## src/rtl/cpu_pkg.sv

```systemverilog
// cpu_pkg: shared CPU front-end types used by the redirect controller.
// Holds the address width, the redirect FSM state encoding, the delay-slot
// location encoding and a helper that picks the state after a target latch.
package cpu_pkg;

  localparam int ADDR_W = 32;

  typedef logic [ADDR_W-1:0] addr_t;

  typedef enum logic [1:0] {
    ST_IDLE     = 2'd0,
    ST_WAIT_DS  = 2'd1,
    ST_DRAIN    = 2'd2,
    ST_REDIRECT = 2'd3
  } redirect_state_e;

  // Where the branch delay-slot instruction currently sits.
  typedef enum logic [1:0] {
    DS_NONE = 2'd0,
    DS_IF   = 2'd1,
    DS_ID   = 2'd2,
    DS_EX   = 2'd3
  } ds_stage_e;

  // Stale fetches still in flight must be swallowed before the PC moves.
  function automatic redirect_state_e after_latch(input logic pending);
    return pending ? ST_DRAIN : ST_REDIRECT;
  endfunction

endpackage

```

## src/rtl/redirect_ctrl_if.sv

```systemverilog
// redirect_ctrl_if: groups the fetch handshake and the PC redirect handshake.
//   inst_req_valid/inst_req_ready : fetch request handshake
//   inst_resp_valid               : fetch response returned
//   resp_discard                  : response must be thrown away
//   req_block                     : new fetch requests must not be issued
//   redirect_valid/redirect_pc    : redirect offered to the PC unit
//   redirect_ready                : PC unit accepts the redirect
// master = redirect controller, slave = fetch/PC side.
interface redirect_ctrl_if;
  import cpu_pkg::*;

  logic  inst_req_valid;
  logic  inst_req_ready;
  logic  inst_resp_valid;
  logic  resp_discard;
  logic  req_block;
  logic  redirect_valid;
  addr_t redirect_pc;
  logic  redirect_ready;

  modport master (
    input  inst_req_valid, inst_req_ready, inst_resp_valid, redirect_ready,
    output resp_discard, req_block, redirect_valid, redirect_pc
  );

  modport slave (
    output inst_req_valid, inst_req_ready, inst_resp_valid, redirect_ready,
    input  resp_discard, req_block, redirect_valid, redirect_pc
  );

endinterface

```

## src/rtl/fetch_req_counter.sv

```systemverilog
// fetch_req_counter: tracks instruction-fetch requests in flight.
//   clk, rst     : clock, synchronous active-high reset
//   req_fire     : request handshake completed this cycle
//   resp_valid   : response returned this cycle
//   count_next   : outstanding count after this cycle's update
//   at_max       : outstanding count (registered) equals MAX_OUTSTANDING
module fetch_req_counter #(
  parameter int MAX_OUTSTANDING = 3,
  parameter int CW = $clog2(MAX_OUTSTANDING + 1)
) (
  input  logic          clk,
  input  logic          rst,
  input  logic          req_fire,
  input  logic          resp_valid,
  output logic [CW-1:0] count_next,
  output logic          at_max
);

  localparam logic [CW-1:0] MAX_CNT = CW'(MAX_OUTSTANDING);

  logic [CW-1:0] count;

  // A request and a response together cancel; the bounds guard against
  // wrapping if the neighbours misbehave.
  always_comb begin
    count_next = count;
    if (req_fire && !resp_valid && count != MAX_CNT) begin
      count_next = count + CW'(1);
    end else if (resp_valid && !req_fire && count != '0) begin
      count_next = count - CW'(1);
    end
  end

  always_ff @(posedge clk) begin
    if (rst) begin
      count <= '0;
    end else begin
      count <= count_next;
    end
  end

  assign at_max = (count == MAX_CNT);

endmodule

```

## src/rtl/redirect_ctrl.sv

```systemverilog
// redirect_ctrl: steers the front end after exceptions, interrupts and
// branch mispredicts. Flushes stages, waits for the delay slot if needed,
// discards fetch responses already in flight, then offers the new PC.
//   clk, rst                             : clock, synchronous active-high reset
//   exc_valid, int_valid, exc_target     : exception / interrupt and vector
//   mispredict_valid, mispredict_target  : MEM mispredict and correct PC
//   ds_stage, ds_fetch_done              : delay-slot location / IF accepted it
//   bus                                  : fetch + redirect handshakes
//   if_flush, id_flush, ex_flush         : stage flushes
//   busy                                 : FSM not idle
module redirect_ctrl
  import cpu_pkg::*;
#(
  parameter int MAX_OUTSTANDING = 3
) (
  input  logic                   clk,
  input  logic                   rst,
  input  logic                   exc_valid,
  input  addr_t                  exc_target,
  input  logic                   int_valid,
  input  logic                   mispredict_valid,
  input  addr_t                  mispredict_target,
  input  logic [1:0]             ds_stage,
  input  logic                   ds_fetch_done,
  redirect_ctrl_if.master        bus,
  output logic                   if_flush,
  output logic                   id_flush,
  output logic                   ex_flush,
  output logic                   busy
);

  localparam int CW = $clog2(MAX_OUTSTANDING + 1);

  redirect_state_e state_q, state_n;
  addr_t           target_q, target_n;
  logic [CW-1:0]   discard_q, discard_n;
  logic [CW-1:0]   count_next;
  logic            at_max;
  logic            trap;
  ds_stage_e       ds;

  fetch_req_counter #(
    .MAX_OUTSTANDING (MAX_OUTSTANDING),
    .CW              (CW)
  ) u_counter (
    .clk        (clk),
    .rst        (rst),
    .req_fire   (bus.inst_req_valid && bus.inst_req_ready),
    .resp_valid (bus.inst_resp_valid),
    .count_next (count_next),
    .at_max     (at_max)
  );

  // Exception and interrupt share the vector, so they collapse into one event.
  assign trap = exc_valid || int_valid;
  assign ds   = ds_stage_e'(ds_stage);

  // Next-state and flush decode. While rst is high everything stays at its
  // reset value and the event inputs are ignored.
  always_comb begin
    state_n   = state_q;
    target_n  = target_q;
    discard_n = discard_q;
    if_flush  = 1'b0;
    id_flush  = 1'b0;
    ex_flush  = 1'b0;
    if (!rst) begin
      if (trap) begin
        if_flush  = 1'b1;
        id_flush  = 1'b1;
        ex_flush  = 1'b1;
        target_n  = exc_target;
        discard_n = count_next;
        state_n   = after_latch(count_next != '0);
      end else begin
        case (state_q)
          ST_IDLE: begin
            if (mispredict_valid) begin
              target_n = mispredict_target;
              if (ds == DS_NONE) begin
                state_n = ST_WAIT_DS;
              end else begin
                // Only stages younger than the delay slot are flushed.
                if_flush  = (ds == DS_ID) || (ds == DS_EX);
                id_flush  = (ds == DS_EX);
                discard_n = count_next;
                state_n   = after_latch(count_next != '0);
              end
            end
          end
          ST_WAIT_DS: begin
            if (ds_fetch_done) begin
              discard_n = count_next;
              state_n   = after_latch(count_next != '0);
            end
          end
          ST_DRAIN: begin
            if (bus.inst_resp_valid && discard_q != '0) begin
              discard_n = discard_q - CW'(1);
              if (discard_q == CW'(1)) begin
                state_n = ST_REDIRECT;
              end
            end
          end
          ST_REDIRECT: begin
            if (bus.redirect_ready) begin
              state_n = ST_IDLE;
            end
          end
          default: state_n = ST_IDLE;
        endcase
      end
    end
  end

  always_ff @(posedge clk) begin
    if (rst) begin
      state_q   <= ST_IDLE;
      target_q  <= '0;
      discard_q <= '0;
    end else begin
      state_q   <= state_n;
      target_q  <= target_n;
      discard_q <= discard_n;
    end
  end

  // Discard is tied to DRAIN even if a new trap restarts the drain this cycle.
  always_comb begin
    bus.resp_discard   = !rst && (state_q == ST_DRAIN) && bus.inst_resp_valid;
    bus.req_block      = !rst && (at_max || state_q == ST_DRAIN);
    bus.redirect_valid = !rst && (state_q == ST_REDIRECT);
    bus.redirect_pc    = rst ? '0 : target_q;
    busy               = !rst && (state_q != ST_IDLE);
  end

endmodule

```

## src/flat_wrapper.sv

```systemverilog
// flat-port wrapper written by rule: the top's interface ports become plain ports
module redirect_ctrl_flat import cpu_pkg::*;
#(
  parameter int MAX_OUTSTANDING = 3
)
  (clk, rst, exc_valid, exc_target, int_valid, mispredict_valid, mispredict_target, ds_stage, ds_fetch_done, if_flush, id_flush, ex_flush, busy, bus_inst_req_valid, bus_inst_req_ready, bus_inst_resp_valid, bus_redirect_ready, bus_resp_discard, bus_req_block, bus_redirect_valid, bus_redirect_pc);
  redirect_ctrl_if bus_i ();
  input  logic clk;
  input  logic rst;
  input  logic exc_valid;
  input  addr_t exc_target;
  input  logic int_valid;
  input  logic mispredict_valid;
  input  addr_t mispredict_target;
  input  logic [1:0] ds_stage;
  input  logic ds_fetch_done;
  output logic if_flush;
  output logic id_flush;
  output logic ex_flush;
  output logic busy;
  input wire logic [$bits(bus_i.inst_req_valid)-1:0] bus_inst_req_valid;
  input wire logic [$bits(bus_i.inst_req_ready)-1:0] bus_inst_req_ready;
  input wire logic [$bits(bus_i.inst_resp_valid)-1:0] bus_inst_resp_valid;
  input wire logic [$bits(bus_i.redirect_ready)-1:0] bus_redirect_ready;
  output wire logic [$bits(bus_i.resp_discard)-1:0] bus_resp_discard;
  output wire logic [$bits(bus_i.req_block)-1:0] bus_req_block;
  output wire logic [$bits(bus_i.redirect_valid)-1:0] bus_redirect_valid;
  output wire logic [$bits(bus_i.redirect_pc)-1:0] bus_redirect_pc;
  assign bus_i.inst_req_valid = bus_inst_req_valid;
  assign bus_i.inst_req_ready = bus_inst_req_ready;
  assign bus_i.inst_resp_valid = bus_inst_resp_valid;
  assign bus_i.redirect_ready = bus_redirect_ready;
  assign bus_resp_discard = bus_i.resp_discard;
  assign bus_req_block = bus_i.req_block;
  assign bus_redirect_valid = bus_i.redirect_valid;
  assign bus_redirect_pc = bus_i.redirect_pc;
  redirect_ctrl #(.MAX_OUTSTANDING(MAX_OUTSTANDING)) u_core (.clk(clk), .rst(rst), .exc_valid(exc_valid), .exc_target(exc_target), .int_valid(int_valid), .mispredict_valid(mispredict_valid), .mispredict_target(mispredict_target), .ds_stage(ds_stage), .ds_fetch_done(ds_fetch_done), .bus(bus_i), .if_flush(if_flush), .id_flush(id_flush), .ex_flush(ex_flush), .busy(busy));
endmodule
```

## config.mk

```make
export PLATFORM = sky130hd
export DESIGN_NAME = redirect_ctrl_flat
export DESIGN_NICKNAME = d
export VERILOG_FILES = /design/src/rtl/cpu_pkg.sv /design/src/rtl/redirect_ctrl_if.sv /design/src/rtl/fetch_req_counter.sv /design/src/rtl/redirect_ctrl.sv /design/src/flat_wrapper.sv
export SDC_FILE = /design/constraint.sdc
export NUM_CORES = 1
export LEC_CHECK = 0
export ABC_AREA = 0
export CAP_MARGIN = 10
export CORE_ASPECT_RATIO = 0.7
export CORE_MARGIN = 2
export CORE_UTILIZATION = 43
export CTS_CLUSTER_DIAMETER = 60
export DETAILED_ROUTE_END_ITERATION = 7
export PLACE_DENSITY = 0.95
export SYNTH_ARGS = -nofsm -noshare
export SYNTH_HDL_FRONTEND = slang
export SYNTH_SLANG_ARGS = --single-unit
```

## constraint.sdc

```tcl
create_clock -name clk -period 3.38 [get_ports clk]
set_input_delay 0.507 -clock clk [delete_from_list [all_inputs] [get_ports clk]]
set_output_delay 0.507 -clock clk [all_outputs]
set_load 0.02 [all_outputs]
```

Word level (Yosys, flattened, before mapping)
Index checks and enable logic that the tools add are counted.

word-level totals
  memory bits (writable) = 0
  output and inout bits = 39
  bits in latches = 0
  memory bits (read-only) = 0
  memories kept = 0
  input port bits = 76
  flip-flop bits (word level) = 38
  word-level logic and storage cells = 83

cells by class
  order comparisons = 0
  bitwise operators = 0
  equality and inequality tests = 14
  divide/modulo/power cells = 0
  shift-type cells = 0
  $add $sub $neg = 3
  multiplexer cells = 33
  reduce and logical (&&, ||, !) cells = 29
  $mul = 0

operators with widths
  kind                                                                 count
  32-bit 2-to-1 mux                                                    4
  2-bit 2-to-1 mux                                                     14
  1-bit 2-to-1 mux                                                     13
  3-bit by 2-bit != test with 1-bit output (second input constant)     4
  2-bit nonzero test                                                   6
  1-bit logical AND                                                    11
  2-bit == test (second input constant)                                5
  5-bit AND reduction                                                  2
  2-bit one-hot mux with 4 select lines                                1
  3-bit by 1-bit != test with 1-bit output (second input constant)     2
  2-bit one-hot mux with 3 select lines                                1
  2-bit by 1-bit == test with 1-bit output (second input constant)     2
  2-bit logical NOT                                                    2
  4-bit nonzero test                                                   1
  2-bit by 1-bit subtractor with 2-bit output (second input constant)  2
  1-bit logical NOT                                                    3
  1-bit logical OR                                                     3
  2-bit by 1-bit adder with 2-bit output (second input constant)       1
  2-bit != test (second input constant)                                1
  2-bit AND reduction                                                  1

Logic depth before layout (Yosys ltp)
  word-level depth = 12
  mapped depth = 7
  gate-level depth less buffers = 7

By module
A second synthesis with hierarchy kept.

unflattened totals
  cells, all modules = 302
  area, all modules = 2,278.4 um2

modules (own cells, without submodules)
  module             area each (um2)  cells an instance  instances  seq. area each (um2)
  redirect_ctrl      2,074.5          278                1          720.7
  fetch_req_counter  203.9            24                 1          40.0

Worst setup path after synthesis
No wires, ideal clock.

  kind = in2out
  start point = in int_valid
  end point = out id_flush
  arrival = 1.582 ns
  path buffers = 2
  required time = 2.873 ns
  stages = 5
  path slack = 1.291 ns
  cell sequence = nor2_4 -> buf_2 -> buf_1 -> a21oi_1 -> o21a_1

on the way
  word-level cells in the longest chain between the ends = 3

ends and longest elaborated chain
  what              line                 RTL
  start, declared   flat_wrapper.sv:12   input logic int_valid;
  1-bit logical OR  redirect_ctrl.sv:55  assign trap = exc_valid || int_valid;
  1-bit 2-to-1 mux  redirect_ctrl.sv:68  if (trap) begin
  1-bit 2-to-1 mux  redirect_ctrl.sv:67  if (!rst) begin
  end, declared     flat_wrapper.sv:18   output logic id_flush;

Every way passes these cells.

Final worst setup path
Ends and elaborated chain as after synthesis.

==> flow_metrics.tcl <==
set metrics [dict create \
    fin_crit_sh_pct 78.73 \
    syn_to_final_growth_pct 57.99 \
    gp_congestion 0.8326 \
    syn_avg_cell_area_um2 7.645 \
    setup_ws_ns 0.7189 \
    maxSlewHeadroom_pct 57.04 \
    hold_path.class "register to register" \
    die_w_um 89.97 \
    drt-total-wl_um 6259 \
    antenna_found_initial 0 \
    synth_compound_area_share_pct 17.94 \
    synthXorXnorAreaFrac_pct 0.3937 \
    grt_remaining_overflow 0 \
    root_buffer "clkbuf_8" \
    dieArea_mm2 0.005774 \
    cts_tree "built" \
    clk_pin_slew_worst_paths_ns 0.08 \
    diodes 0 \
    ctsHoldBuffers 0 \
    power_frac_comb_pct 31.2 \
    fp.dieH_um 64.18 \
    first_iter_violations 73 \
    io-pin-count 115 \
    cts_resized 0 \
    track_usage_pct 22.06 \
    synth_seq_cells 38 \
    critical_path_arrival_ns 2.15 \
    cap_violations 0 \
    p_seq_share_pct 36.2 \
    required_ns 2.87 \
    fin_setup_tns_ns 0 \
    drive_gt1_share_pct 6.345 \
    synth_fa_ha_area_share_pct 4.499 \
    nFillCells 385 \
    insertion_delay_ns 0.28 \
    synthMuxAreaShare_pct 1.012 \
    synth_edf_count 0 \
    cts_setup_buffers 0 \
    drc 0 \
    port_buffers 114 \
    stdcell_count 463 \
    syn_inst 291 \
    start_util_pct 45.52 \
    hold_violations 0 \
    cp_max_fo 18 \
    seq_area_um2 760.7 \
    vias 2350 \
    numCtsBuffers 5 \
    core_area_mm2 0.004887 \
    yosysWarnings 0 \
    start_kind "input port" \
    synthDistinctLibCells 38 \
    power.density_mw_per_mm2 411.2 \
    p_clk_share_pct 32.6 \
    routedWlPerCell_um 13.52 \
    ys.flop_type "dfxtp_1" \
    final_nets 477 \
    finalCriticalPeriod_ns 2.661 \
    synth_top_family_by_area "simple AND/OR/NAND/NOR gates" \
    viasPerCell 5.076 \
    synth_nets 375 \
    end_kind "output pin" \
    yosysSeqAreaShare_pct 34.20 \
    rows 21 \
    grt_pass1_wl_um 10400 \
    grt_max_degree 45 \
    worst_pin_slew_ns 0.6444 \
    fmax_mhz 375.8 \
    clock_skew_ns 0.009495 \
    vdd_ir_drop_max_mv 0.2378 \
    dp_slack_ns 0.6987 \
    post-route-util_pct 71.91 \
    htreeDepth 2 \
    syn-cell-area_mm2 0.002225 \
    fin_hold_ws_ns 0.4660 \
    cts.sinks 38 \
    p_int_w 0.001046 \
    setup_viol 0 \
    dpl.cell_count 455 \
    synthArstFlopShare_pct 0 \
    final_max_slew_viol_count 0 \
    antenna_left 0 \
    dp_hpwl_um 4678 \
    multi_input_area_mm2 0.001324 \
    worstSetupPathType "input port to output pin" \
    firstDrtPassIters 4 \
    leakagePower_nw 1.381 \
    rsz0062_at_grt "no" \
    clockBufferDepth 2 \
    power_switching_w 0.0003989 \
    swShare_pct 27.60 \
    grt_pass1_vias 2290 \
    status "completed" \
    synthSimpleGateAreaFrac_pct 35.55 \
]
## kinds of logic (layout without fill, tap and decap cells)
logic type | after synthesis | after routing
AOI/OAI and AO/OA | 46 | 46
xor gates and xnor gates | 1 | 1
adders and majority gates | 8 | 8
buffers and inverters | 29 | 132
DFF | 38 | 38
muxes | 1 | 1
and+or+nand+nor | 168 | 168
## area by class of cell
class                      instances  area share [%]
timing repair buffer             118           33.54
tap                               69           2.456
clock inverter                     2           1.709
sequential                        38           21.64
multi-input combinational        224           37.66
clock buffer                       6           2.350
inverter                           6          0.6408
## stage by stage
stage,cell area [um^2],power (W)
2_1_floorplan,2225,0.0007884
4_1_cts,3515,0.001458
3_5_place_dp,3372,0.0009824
5_1_grt,3515,0.001527
3_3_place_gp,3372,0.0009649
6_report,3515,0.001445
## worst paths after layout
check,from,end,slack [ns],depth (start not counted)
worst min register to register,u_core.discard_q[1],u_core.discard_q[1],0.47,2
worst max-delay path,int_valid,id_flush,0.72,5
worst max register to register,u_core.state_q[0],u_core.target_q[15],1.31,7
worst min-delay path,u_core.discard_q[1],u_core.discard_q[1],0.47,2
## per-layer routing
metal | track usage (%) | share of wire (%)
met3 | 7.901 | 8.1
met5 | 0 | 0
met1 | 26.08 | 44
met2 | 39.30 | 47
met4 | 4.038 | 0.43
## critical path, stage by stage
cell,delay (ns)
clkdlybuf4s50_1,0.45
nor2_4,0.38
a21oi_1,0.15
o21a_1,0.14
clkdlybuf4s50_1,0.53
## layout by cell type, fill, tap and decap left out, types with 2 or more instances in the layout
cell and instances:
a21oi_1 3, a311oi_1 32, a31oi_1 4, buf_4 3, bufinv_16 2, clkbuf_8 6, clkdlybuf4s50_1 113, dfxtp_1 38
ha_1 8, inv_1 6, nand2_1 72, nand2b_1 2, nand3b_1 2, nor2_1 41, nor2b_1 36, nor3_1 2
## cell usage after synthesis (all sizes together) (2+ instances only)
cell type | count | share of area [%]
buf | 10 | 2.3
nor2b | 36 | 10
a311oi | 32 | 13
nor2 | 43 | 7.7
a21oi | 3 | 0.67
clkbuf | 13 | 3.1
nand3b | 2 | 0.67
nand2b | 2 | 0.56
and3b | 3 | 1.4
dfxtp | 38 | 34
ha | 8 | 4.5
nor3 | 3 | 0.90
inv | 6 | 1.0
a31oi | 5 | 1.7
nand2 | 73 | 12
## power groups by stage
stage	Sequential [W]	Clock, W	Combinational (W)
2_1_floorplan	0.000525	0	0.000263
3_3_place_gp	0.000530	0	0.000435
3_5_place_dp	0.000534	0	0.000449
4_1_cts	0.000523	0.000483	0.000452
5_1_grt	0.000528	0.000505	0.000494
6_report	0.000523	0.000471	0.000451
## flip-flops by register name, summed over array words and instances (netlist names)
name / count
u_core.discard_q: 2
u_core.target_q: 32
u_core.state_q: 2
u_core.u_counter.count: 2
Power figures use the tool's default switching activity.
